### src/rtl/comparador_serial_if.sv
// comparador_serial_if: handshake and flag bundle between the 1-bit comparator stage and the serial word comparator
interface comparador_serial_if;
    logic inicio, valido, Amaior_in, igual_in, Amenor_in;
    logic Amaior, igual, Amenor, erro, pronto, ocupado;
    modport master (
        output inicio, valido, Amaior_in, igual_in, Amenor_in,
        input  Amaior, igual, Amenor, erro, pronto, ocupado
    );
    modport slave (
        input  inicio, valido, Amaior_in, igual_in, Amenor_in,
        output Amaior, igual, Amenor, erro, pronto, ocupado
    );
endinterface

### src/rtl/comparador_serial.sv
// comparador_serial: MSB-first serial N-bit magnitude comparator fed by per-bit one-hot flags
module comparador_serial #(
    parameter int N = 8
) (
    input logic clk,
    input logic rst_n,
    comparador_serial_if.slave bus
);
    localparam int CW = $clog2(N + 1);
    typedef enum logic [1:0] {OCIOSO, COMPARANDO, PRONTO} estado_t;
    typedef enum logic [1:0] {EQ, GT, LT} decisao_t;
    estado_t estado, prox;
    decisao_t dec, dec_nx;
    logic [CW-1:0] cnt;
    logic err, err_nx, um_quente, inicia, aceita, ultimo;
    logic res_gt, res_eq, res_lt, res_err, pronto, ocupado;
    // handshake decode and per-bit decision; the decision only moves while still EQ
    always_comb begin
        um_quente = $onehot({bus.Amaior_in, bus.igual_in, bus.Amenor_in});
        inicia = (estado == OCIOSO || estado == PRONTO) && bus.inicio;
        aceita = estado == COMPARANDO && bus.valido;
        ultimo = aceita && cnt == CW'(N - 1);
        dec_nx = (dec == EQ && um_quente) ? (bus.Amaior_in ? GT : bus.Amenor_in ? LT : EQ) : dec;
        err_nx = err | ~um_quente;
    end
    // state register
    always_ff @(posedge clk or negedge rst_n) begin
        if (!rst_n) estado <= OCIOSO;
        else estado <= prox;
    end
    // next state: start wins in OCIOSO/PRONTO, the Nth accepted bit ends the word
    always_comb begin
        prox = inicia ? COMPARANDO : ultimo ? PRONTO : estado == COMPARANDO ? COMPARANDO : OCIOSO;
    end
    // bit counter, running decision/error, and result registers loaded on the last bit
    always_ff @(posedge clk or negedge rst_n) begin
        if (!rst_n) begin
            cnt <= '0;
            dec <= EQ;
            err <= 1'b0;
            res_gt <= 1'b0;
            res_eq <= 1'b0;
            res_lt <= 1'b0;
            res_err <= 1'b0;
        end else if (inicia) begin
            cnt <= '0;
            dec <= EQ;
            err <= 1'b0;
        end else if (aceita) begin
            cnt <= cnt + 1'b1;
            dec <= dec_nx;
            err <= err_nx;
            if (ultimo) begin
                res_gt <= !err_nx && dec_nx == GT;
                res_eq <= !err_nx && dec_nx == EQ;
                res_lt <= !err_nx && dec_nx == LT;
                res_err <= err_nx;
            end
        end
    end
    // status outputs are pure decodes of the state flops
    always_comb begin
        pronto = estado == PRONTO;
        ocupado = estado == COMPARANDO;
    end
    assign bus.Amaior = res_gt;
    assign bus.igual = res_eq;
    assign bus.Amenor = res_lt;
    assign bus.erro = res_err;
    assign bus.pronto = pronto;
    assign bus.ocupado = ocupado;
endmodule

### src/flat_wrapper.sv
// flat-port wrapper written by rule: the top's interface ports become plain ports
module comparador_serial_flat 
#(
    parameter int N = 8
)
  (clk, rst_n, bus_inicio, bus_valido, bus_Amaior_in, bus_igual_in, bus_Amenor_in, bus_Amaior, bus_igual, bus_Amenor, bus_erro, bus_pronto, bus_ocupado);
  comparador_serial_if bus_i ();
  input logic clk;
  input logic rst_n;
  input wire logic [$bits(bus_i.inicio)-1:0] bus_inicio;
  input wire logic [$bits(bus_i.valido)-1:0] bus_valido;
  input wire logic [$bits(bus_i.Amaior_in)-1:0] bus_Amaior_in;
  input wire logic [$bits(bus_i.igual_in)-1:0] bus_igual_in;
  input wire logic [$bits(bus_i.Amenor_in)-1:0] bus_Amenor_in;
  output wire logic [$bits(bus_i.Amaior)-1:0] bus_Amaior;
  output wire logic [$bits(bus_i.igual)-1:0] bus_igual;
  output wire logic [$bits(bus_i.Amenor)-1:0] bus_Amenor;
  output wire logic [$bits(bus_i.erro)-1:0] bus_erro;
  output wire logic [$bits(bus_i.pronto)-1:0] bus_pronto;
  output wire logic [$bits(bus_i.ocupado)-1:0] bus_ocupado;
  assign bus_i.inicio = bus_inicio;
  assign bus_i.valido = bus_valido;
  assign bus_i.Amaior_in = bus_Amaior_in;
  assign bus_i.igual_in = bus_igual_in;
  assign bus_i.Amenor_in = bus_Amenor_in;
  assign bus_Amaior = bus_i.Amaior;
  assign bus_igual = bus_i.igual;
  assign bus_Amenor = bus_i.Amenor;
  assign bus_erro = bus_i.erro;
  assign bus_pronto = bus_i.pronto;
  assign bus_ocupado = bus_i.ocupado;
  comparador_serial #(.N(N)) u_core (.clk(clk), .rst_n(rst_n), .bus(bus_i));
endmodule
### config.mk
export PLATFORM = sky130hd
export DESIGN_NAME = comparador_serial_flat
export DESIGN_NICKNAME = d
export VERILOG_FILES = /design/src/rtl/comparador_serial_if.sv /design/src/rtl/comparador_serial.sv /design/src/flat_wrapper.sv
export SDC_FILE = /design/constraint.sdc
export NUM_CORES = 1
export LEC_CHECK = 0
export ABC_AREA = 1
export ABC_CLOCK_PERIOD_IN_PS = 1300
export BUFFER_PORTS_ARGS = -buffer_cell sky130_fd_sc_hd__buf_2
export CAP_MARGIN = 20
export CORE_MARGIN = 2
export CORE_UTILIZATION = 46
export CTS_BUF_LIST = sky130_fd_sc_hd__clkbuf_4 sky130_fd_sc_hd__clkbuf_8 sky130_fd_sc_hd__clkbuf_16
export DETAILED_ROUTE_END_ITERATION = 10
export PLACE_DENSITY = 0.74
export REMOVE_ABC_BUFFERS = 1
export SLEW_MARGIN = 20
export SYNTH_ARGS = -nofsm -noshare
export SYNTH_HDL_FRONTEND = slang
export SYNTH_SLANG_ARGS = --single-unit
### constraint.sdc
create_clock -name clk -period 1.3 [get_ports clk]
set_clock_uncertainty 0.2 [all_clocks]
set_input_delay 0.065 -clock clk [delete_from_list [all_inputs] [get_ports clk]]
set_output_delay 0.065 -clock clk [all_outputs]
set_load 0.03 [all_outputs]
# After elaboration in Yosys (flattened, before gate mapping)
# Index checks and enable logic that the tools add are counted.
# op_classes
n_reduce_logical	14
n_addsub	3
eq_ne	6
muxes	12
bitwise_logic	3
# ops
op	n
2-bit two-way mux	7
4-bit two-way mux	2
1-bit logical AND	7
2-bit by 1-bit equality test with 1-bit output, second input constant	3
2-bit zero test	3
4-bit by 1-bit adder with 4-bit output, second input constant	1
2-bit equality test, second input constant	2
4-bit by 3-bit equality test with 1-bit output, second input constant	1
1-bit two-way mux	3
3-bit AND reduction	1
1-bit by 1-bit adder with 2-bit output	1
2-bit by 1-bit adder with 2-bit output	1
1-bit NOT	2
2-bit nonzero test	1
1-bit zero test	1
1-bit logical OR	1
1-bit OR	1
# totals
elab_cells	46
ff_bits	13
in_bits	7

# Depth between registers and ports, before layout
# Gate-level depths: netlist of the first run.
# depth
ltp_word	7
mapped_depth	9

# Least setup slack after synthesis of the first run
# OpenSTA, ideal clock, no wires.
# synth_path
path_type	input to register
startpoint	in bus_Amenor_in
endpoint	reg u_core.res_lt, in the netlist u_core.bus.Amenor
t_required_ns	1.035
slack_ns	-0.076
stages	7
t_arrival_ns	1.111
path_buffers	0
setup_ns	0.065
cell_sequence	inv_1 fa_1 nor2_1 nand2_1 nor2_1 nand3_1 nand2_1
# synth_via
elab_chain_len	7
elab_cells_between_ends	12
# synth_lines
item	line	rtl
from (decl)	flat_wrapper.sv:14	input wire logic [$bits(bus_i.Amenor_in)-1:0] bus_Amenor_in;
1-bit by 1-bit adder with 2-bit output (not written as such)	comparador_serial.sv:19	um_quente = $onehot({bus.Amaior_in, bus.igual_in, bus.Amenor_in});
2-bit by 1-bit adder with 2-bit output (not written as such)	comparador_serial.sv:19	
2-bit by 1-bit equality test with 1-bit output	comparador_serial.sv:19	
1-bit logical AND / 1-bit NOT (equally long branches)	comparador_serial.sv:23, comparador_serial.sv:24	
2-bit two-way mux / 1-bit OR (equally long branches)	comparador_serial.sv:23, comparador_serial.sv:24	
2-bit equality test / 1-bit zero test (equally long branches)	comparador_serial.sv:56	res_lt <= !err_nx && dec_nx == LT;
1-bit logical AND *	comparador_serial.sv:56	
to (signal assigned)	comparador_serial.sv:43	res_lt <= 1'b0;
to (signal assigned)	comparador_serial.sv:56	
to (decl)	comparador_serial.sv:16	logic res_gt, res_eq, res_lt, res_err, pronto, ocupado;
# Mark *: on every way between the ends. The rest lies on a longest branch, timed or not.
# A chain may end at the register's enable or synchronous reset.

# Worst setup path in the final report of the first run
# layout_path
startpoint	reg u_core.estado[0]
endpoint	out bus_pronto
# layout_via
elab_chain_len	1
# layout_lines
item	line	rtl
from (decl)	comparador_serial.sv:12	estado_t estado, prox;
from (signal assigned)	comparador_serial.sv:29	else estado <= prox;
2-bit equality test	comparador_serial.sv:63	pronto = estado == PRONTO;
to (decl)	flat_wrapper.sv:19	output wire logic [$bits(bus_i.pronto)-1:0] bus_pronto;
# Every way passes these cells.

==> reports/metrics.csv, run 1 <==
metric,value,unit
Tot GR Track Use,0.2007,
Initial DRT Pass Iterations,4,
initial core utilization,0.5084,
total number of vias,602,
MaxCap Viol Count,0,
die height,42.40,µm
die area,1797,µm²
CP max FO,3,
CTS tree,done,
H-tree depth,1,
Tmin final,1365,ps
worst reg2reg startpoint,u_core.estado[1],
most frequent cells in the layout,"13 x nand2_1, 13 x dfrtp_1, 12 x inv_1",
vias in the first global route,589,
Inserted Clock Buffers,3,
input/output buffers,12,
Area growth syn-to-layout,44.47,%
"setup slack, reg-to-reg",-30,ps
# clock sinks,13,
Worst-path clk slew,80,ps
drt wl/cell,12.47,µm
endpoint class of the critical path,primary output,
arrival time worst endpoint,1100,ps
final number of hold-violating endpoints,1,
Via-to-Cell Ratio,4.816,
layout cell share with drive strength beyond 1,0.4455,
first-pass GRT wire length,2622,µm
FP Rows,13,
IO Count,13,
CTS root buffer,clkbuf_4,
status,finished with violations,
crit path capture,bus_pronto,
Netlist Area Pre-Place,678.2,µm²
DRC Markers,0,
largest net degree at the start of global routing,14,
"Slew Viols, Final",0,
gp weighted congestion,0.8036,
fin worst setup slack,-64.60,ps
Fin Setup TNS,-154.5,ps
CP Class,reg -> out,
synth unique cells,18,
final period utilization,1.050,
Max VDD drop,1.205,mV
Crit path top cell by count,buf_6,
leak pwr,0.5222,nW
slew at the pin closest to its max-slew limit,293.6,ps
global route overflow,0,
Hold Slack,-10.17,ps
initial antenna violation count,0,
Setup-failing EPs final,5,
RSZ-0062 raised after global routing,true,
Yosys top cell by area,dfrtp_1,
worst-path cell chain,buf_6 -> nor2_2 -> buf_6,
crit-path max cell delay,440,ps
CTS max path bufs,2,
crit path launch,u_core.estado[0],
critical path data required time,1030,ps
Die Span X,42.40,µm
Hold Crit Class,in -> reg,
Final Power,0.001907,W
FF-to-FF path depth,6,
Routed WL,1559,µm
failing checks,"hold timing, setup timing",
PD cells,1947,nW/µm²
Final #Nets,121,
n_diodes,0,
Post-DP HPWL,1022,µm
Detail Route Antenna Nets,0,
relative slew slack,0.8043,
core footprint,1334,µm²
pre-CTS WS,-333.9,ps
DRT iter0 DRCs,6,
Yosys reg bits,13,
cells after synthesis,81,
Synth Area per Inst,8.372,µm²
share of the synthesized area in the top cell type,0.4797,
reg2reg end,u_core.cnt[2],
synth top area cells,"dfrtp_1 48%, nand2_1 9.4%, inv_1 8.3%",
Yosys Warn Count,0,
Max Fclk,732.8,MHz
slowest CP cell,dfrtp_1,
sequential element share of the synthesized area,0.4797,
Worst setup SP type,register,
Skew-Pair Late Insertion Delay,280,ps
## cells in the mapped netlist
cell type / number
o21ai_0: 4
ha_1: 2
nand2_1: 17
nor2_4: 1
dfrtp_1: 13
nand3_1: 7
nand2_2: 1
nand3_4: 1
nand2_4: 1
o21ai_1: 1
clkinv_4: 1
fa_1: 1
clkinv_2: 1
a21oi_1: 3
inv_1: 15
nor3_1: 1
nor2_1: 10
nand3_2: 1
## critical path, delay by kind of cell, from the launching register on
family	cells	cell delay, ps
buffers and inverters	2	290
AND/OR/NAND/NOR	1	90
flip-flops	1	440
## flip-flops by register name, indices dropped and copies added (netlist names)
name,flops
u_core.cnt,4
u_core.bus.erro,1
u_core.bus.igual,1
u_core.dec,2
u_core.estado,2
u_core.err,1
u_core.bus.Amaior,1
u_core.bus.Amenor,1
## cell families (layout without fill, tap and decap cells)
kind of cell	count (synthesis)	count (layout)	synth area share
AOI/OAI and AO/OA	8	8	0.05903
and+or+nand+nor	40	40	0.2915
buffers and inverters	17	46	0.1033
DFF	13	13	0.4797
adders and majority gates	3	3	0.06642
## where the power goes
group / internal (W) / switching (W) / total, W / leakage [nW]
logic: 0.000415 / 0.000561 / 0.000977 / 0.339
clock network: 0.000140 / 0.000143 / 0.000283 / 0.0184
registers: 0.000545 / 0.000102 / 0.000647 / 0.165
total: 0.00110 / 0.000806 / 0.00191 / 0.522
## final cells by class
type | instances | area [µm²]
inverter | 17 | 73.82
sequential | 13 | 325.3
fill | 100 | 354.1
multi-input combinational | 51 | 346.6
timing repair buffer | 25 | 185.2
tap | 15 | 18.77
clock buffer | 4 | 30.03
## through the flow
stage | cell area, µm² | cells | hold slack (ps) | utilization
after floorplan | 678.2 | 81 | -430.6 | -
after global placement | 817.0 | 116 | -234.9 | 0.6126
after detailed placement | 817.0 | 116 | -233.9 | 0.6126
after CTS | 928.4 | 123 | -14.89 | 0.6961
after global routing | 979.7 | 125 | 11.86 | 0.7345
final | 979.7 | 125 | -10.17 | 0.7345
## worst min path at each step
stage                     startpoint           endpoint  slack, ps  cells past startpoint
final                     bus_valido      u_core.cnt[1]        -10                      4
after global routing      bus_valido      u_core.cnt[1]         10                      4
after CTS                 bus_valido      u_core.cnt[1]        -10                      4
after detailed placement       rst_n   u_core.estado[1]       -230                      1
after global placement         rst_n   u_core.estado[0]       -230                      1
after floorplan                rst_n  u_core.bus.Amaior       -430                      0
## metal layers
layer | GRT usage | vias up | part of all wire
li1 | - | 307 | -
met1 | 0.2358 | 278 | 0.42
met2 | 0.3292 | 12 | 0.52
met3 | 0.03879 | 5 | 0.030
met4 | 0.1313 | 0 | 0.030
met5 | 0 | - | 0
## timing repair
action / in CTS / in global routing
buffers inserted: 0 / 2
endpoints found under the hold margin: 20 / 0
hold buffers: 3 / 0
endpoints found under the setup margin: 8 / 12
pin swaps: 2 / 6
resized for setup: 19 / 11
Power figures use the tool's default switching activity.
==> run 2: changes to the inputs <==
Settings changed: RECOVER_POWER set to 25.
==> reports/metrics.csv, run 2 (same netlist as run 1, synthesis figures left out) <==
metric,value,unit
Hold Crit Class,in -> reg,
most frequent cells in the layout,"13 x nand2_1, 13 x dfrtp_1, 12 x inv_1",
Worst-path clk slew,80,ps
PD cells,1947,nW/µm²
fin worst setup slack,-64.60,ps
Area growth syn-to-layout,44.47,%
failing checks,"hold timing, setup timing",
H-tree depth,1,
FP Rows,13,
arrival time worst endpoint,1100,ps
Initial DRT Pass Iterations,4,
CP Class,reg -> out,
layout cell share with drive strength beyond 1,0.4455,
initial antenna violation count,0,
Largest regs,"u_core.cnt: 4 flops, u_core.dec: 2 flops, u_core.estado: 2 flops",
CTS root buffer,clkbuf_4,
n_diodes,0,
DRC Markers,0,
# clock sinks,13,
Placed Cells,116,
Detail Route Antenna Nets,0,
Hold Startpoint,bus_valido,
reg2reg end,u_core.cnt[2],
Setup-failing EPs final,5,
drt wl/cell,12.46,µm
endpoint class of the critical path,primary output,
Final Power,0.001907,W
first-pass GRT wire length,2622,µm
Post-DP HPWL,1022,µm
Multi-input gate area,346.6,µm²
initial core utilization,0.5084,
global route overflow,0,
Largest Register,u_core.cnt,
core footprint,1334,µm²
DRT iter0 DRCs,6,
max reg flops,4,
Final #Nets,121,
critical path data required time,1030,ps
Max Fclk,732.8,MHz
die area,1797,µm²
CTS max path bufs,2,
FF-to-FF path depth,6,
die height,42.40,µm
relative slew slack,0.8043,
CTS tree,done,
Tmin final,1365,ps
input/output buffers,12,
final number of hold-violating endpoints,1,
Hold Slack,-10.17,ps
"setup slack, reg-to-reg",-30,ps
Tot GR Track Use,0.2007,
final period utilization,1.050,
IO Count,13,
Via-to-Cell Ratio,4.816,
total number of vias,602,
"Slew Viols, Final",0,
hold depth,4,
utilization after layout,0.7345,
slew at the pin closest to its max-slew limit,293.6,ps
leak pwr,0.5213,nW
Inserted Clock Buffers,3,
Layout fillers,100,
gp weighted congestion,0.8036,
Skew-Pair Late Insertion Delay,280,ps
Routed WL,1558,µm
sequential cell area,325.3,µm²
Die Span X,42.40,µm
worst reg2reg startpoint,u_core.estado[1],
Fin Setup TNS,-154.5,ps
vias in the first global route,589,
Max VDD drop,1.205,mV
RSZ-0062 raised after global routing,true,
CP max FO,3,
worst hold endpoint,u_core.cnt[1],
post-route insts no fill,125,
largest net degree at the start of global routing,14,
Worst setup SP type,register,
status,finished with violations,
MaxCap Viol Count,0,
==> run 2: report_power, final <==
group,switching [W],internal [W]
sequential,0.000102,0.000545
clock,0.000143,0.000140
combinational,0.000561,0.000415
total,0.000807,0.00110
==> run 2: per-layer routing <==
metal  GRT usage  part of all wire  vias up  routed length (µm)
met4      0.1313             0.030        0                  46
met5           0                 0        -                   0
li1            -                 -      307                   -
met1      0.2358              0.42      278                 652
met3     0.03879             0.030        5                  46
met2      0.3292              0.52       12                 813
==> run 2: area by class of cell <==
class                           instances  area share
Multi-Input combinational cell         51      0.3538
Sequential cell                        13      0.3321
Clock buffer                            4     0.03065
Inverter                               17     0.07535
Timing Repair Buffer                   25      0.1890
Tap cell                               15     0.01916
==> run 2: repair_timing <==
action	in CTS	in global routing
gates resized for setup	19	11
hold buffers	3	0
setup buffers	0	2
pin swaps	2	6
endpoints found under the setup margin	8	12
hold endpoints to repair	20	0
==> run 2: worst max-delay path by stage <==
stage / from / endpoint / slack (ps) / depth (start not counted)
6_report: u_core.estado[0] / bus_pronto / -60 / 3
3_5_place_dp: bus_Amenor_in / u_core.bus.igual / -330 / 8
2_1_floorplan: bus_Amenor_in / u_core.bus.Amenor / -80 / 7
3_3_place_gp: bus_Amenor_in / u_core.bus.igual / -260 / 8
4_1_cts: u_core.estado[0] / bus_pronto / -60 / 3
5_1_grt: u_core.estado[0] / bus_pronto / -100 / 3
==> run 2: stage by stage <==
step / hold WS, ps / worst slack, ps / instance area [µm²]
finish: -10.17 / -64.60 / 979.7
floorplan: -430.6 / -76.23 / 678.2
global placement: -234.9 / -264.2 / 817.0
CTS: -14.89 / -64.21 / 928.4
global route: 11.86 / -98.21 / 979.7
detailed placement: -233.9 / -333.9 / 817.0
==> run 2: worst max-delay path, cell delays in order (launching register included) <==
cell	delay (ps)
dfrtp_1	440
buf_6	150
nor2_2	90
buf_6	140
==> run 3: changes to the inputs <==
Settings changed: ABC_AREA 1 to not set.
==> reports/metrics.csv, run 3 <==
metric,value,unit
core footprint,1318,µm²
Multi-input gate area,337.8,µm²
Via-to-Cell Ratio,5.237,
Die Span X,41.68,µm
Detail Route Antenna Nets,0,
Worst-path clk slew,80,ps
critical path data required time,1260,ps
Largest regs,"u_core.cnt: 4 flops, u_core.dec: 2 flops, u_core.estado: 2 flops",
PD cells,1771,nW/µm²
gp weighted congestion,0.7986,
Max VDD drop,0.8466,mV
Layout fillers,90,
Tot GR Track Use,0.2316,
FP Rows,13,
relative slew slack,0.5176,
Hold Slack,42.06,ps
worst reg2reg startpoint,u_core.cnt[0],
worst hold endpoint,u_core.cnt[0],
status,finished with violations,
final period utilization,1.381,
synth top area cells,"dfrtp_1 50%, mux2_2 5.2%, nor2_1 4.0%",
design area,1016,µm²
layout cell share with drive strength beyond 1,0.4747,
Post-synth ARST share,1.000,
area fraction in compound gates after synthesis,0.09770,
first-pass GRT wire length,2884,µm
CP Class,reg -> reg,
Skew-Pair Late Insertion Delay,270,ps
crit-path max cell delay,390,ps
H-tree depth,1,
CTS max path bufs,2,
CTS root buffer,clkbuf_4,
Post-Synth Adder-Cell Area,0.06897,
"Slew Viols, Final",0,
"EDFF count, synth",0,
Final #Nets,110,
vias in the first global route,653,
"setup slack, reg-to-reg",-500,ps
CP max FO,4,
leak pwr,0.5086,nW
"commonest non-fill, non-tap cell in the layout",buf_4,
Post-DP HPWL,1177,µm
Yosys Warn Count,0,
FF-to-FF path depth,4,
sequential element share of the synthesized area,0.4981,
final number of hold-violating endpoints,0,
drt wl/cell,15.09,µm
Yosys reg bits,13,
hold depth,4,
largest family of logic cells by synthesized area,simple AND/OR/NAND/NOR gates,
Setup-failing EPs final,15,
Initial DRT Pass Iterations,5,
post-synthesis mux area share,0.08238,
share of the synthesized area in the top cell type,0.4981,
Hold Startpoint,bus_inicio,
Yosys top cell by area,dfrtp_1,
Largest Register,u_core.cnt,
Worst setup SP type,register,
Hold Crit Class,in -> reg,
fin worst setup slack,-495.5,ps
pre-CTS WS,-507.2,ps
max reg flops,4,
CTS tree,done,
"count leader, synth",dfrtp_1,
global route overflow,0,
# clock sinks,13,
Netlist Area Pre-Place,653.1,µm²
utilization after layout,0.7711,
DRC Markers,0,
top_reg_cell synth,dfrtp_1,
failing checks,setup timing,
cells after synthesis,57,
Tmin final,1795,ps
die height,41.68,µm
input/output buffers,12,
arrival time worst endpoint,1760,ps
endpoint class of the critical path,register,
die area,1737,µm²
n_diodes,0,
Synth Area in XOR/XNOR,0.01341,
RSZ-0062 raised after global routing,true,
initial antenna violation count,0,
Max Fclk,557.0,MHz
IO Count,13,
Area growth syn-to-layout,55.55,%
slowest CP cell,nor4b_4,
Synth Area per Inst,11.46,µm²
sequential cell area,325.3,µm²
DRT iter0 DRCs,11,
synth unique cells,23,
worst-path cell chain,ha_1 -> nand4b_1 -> nor4b_4 -> mux2_2,
initial core utilization,0.4957,
largest net degree at the start of global routing,14,
MaxCap Viol Count,0,
Inserted Clock Buffers,3,
dpl cell area,859.6,µm²
reg2reg end,u_core.bus.Amaior,
Routed WL,1720,µm
slew at the pin closest to its max-slew limit,723.6,ps
post-synthesis simple-gate area fraction,0.2050,
Commonest cells post-synth,"13 x dfrtp_1, 7 x nor2_1, 6 x inv_1",
total number of vias,597,
most frequent cells in the layout,"21 x buf_4, 13 x dfrtp_1, 9 x buf_2",
run 3: cell count changes after synthesis, sizes merged, moves of 3 or more:
cell | previous run | this run
nand2 | 19 | 0
inv | 15 | 6
nand3 | 9 | 2
nand2b | 0 | 4
nor2 | 11 | 7
o21ai | 5 | 1
a21oi | 3 | 0
mux2 | 0 | 3
run 3: worst max-delay path by stage:
| stage | startpoint | to | depth (start not counted) |
|---|---|---|---|
| after floorplan | u_core.cnt[0] | u_core.bus.Amaior | 4 |
| after global placement | bus_Amenor_in | u_core.bus.Amaior | 6 |
| after detailed placement | bus_Amenor_in | u_core.bus.Amaior | 6 |
| after CTS | u_core.cnt[1] | u_core.bus.Amaior | 4 |
| after global routing | u_core.cnt[1] | u_core.bus.Amaior | 4 |
| final | u_core.cnt[0] | u_core.bus.Amaior | 4 |
run 3: metal layers:
| metal | wire [µm] | up-vias | track usage | part of all wire |
|---|---|---|---|---|
| li1 | - | 286 | - | - |
| met2 | 962 | 13 | 0.4031 | 0.56 |
| met5 | 0 | - | 0 | 0 |
| met1 | 673 | 294 | 0.2521 | 0.39 |
| met3 | 45 | 4 | 0.05217 | 0.026 |
| met4 | 39 | 0 | 0.1419 | 0.023 |
run 3: repair_timing:
item                                   4_1_cts  5_1_grt
setup endpoints to repair                   15       15
gates cloned                                 0        0
resized for setup                            9        3
pin swaps                                    7        2
hold buffers                                 3        0
setup buffers                                3        4
endpoints found under the hold margin       15        0
run 3: area by class of cell:
| cell class | instances | area share |
|---|---|---|
| Sequential cell | 13 | 0.3202 |
| Multi-Input combinational cell | 38 | 0.3325 |
| Tap cell | 15 | 0.01847 |
| Inverter | 6 | 0.02217 |
| Clock buffer | 4 | 0.02956 |
| Timing Repair Buffer | 38 | 0.2771 |
run 3: cells by family (layout without fill, tap and decap cells):
| group | Yosys count | after routing |
|---|---|---|
| AOI/OAI and AO/OA | 8 | 8 |
| xor gates and xnor gates | 1 | 1 |
| adders and majority gates | 3 | 3 |
| buffers and inverters | 6 | 48 |
| DFF | 13 | 13 |
| muxes | 5 | 5 |
| and+or+nand+nor | 21 | 21 |
run 3: worst max-delay path: cells and delay by family, from the launching register on:
family,cells,cell delay [ps]
fa+ha+maj,1,160
flops,1,360
mux,1,380
simple gates,2,580
run 3: through the flow:
step,cells,power [W],setup TNS [ps]
4_1_cts,110,0.001687,-3045
3_5_place_dp,101,0.001319,-3496
5_1_grt,114,0.001916,-5216
6_report,114,0.001799,-4275
2_1_floorplan,57,0.0009821,-2205
3_3_place_gp,101,0.001280,-3182
run 3: where the power goes:
part	total (W)	switching [W]	internal, W
clock network	0.000270	0.000130	0.000140
registers	0.000648	0.000113	0.000536
logic	0.000881	0.000401	0.000480
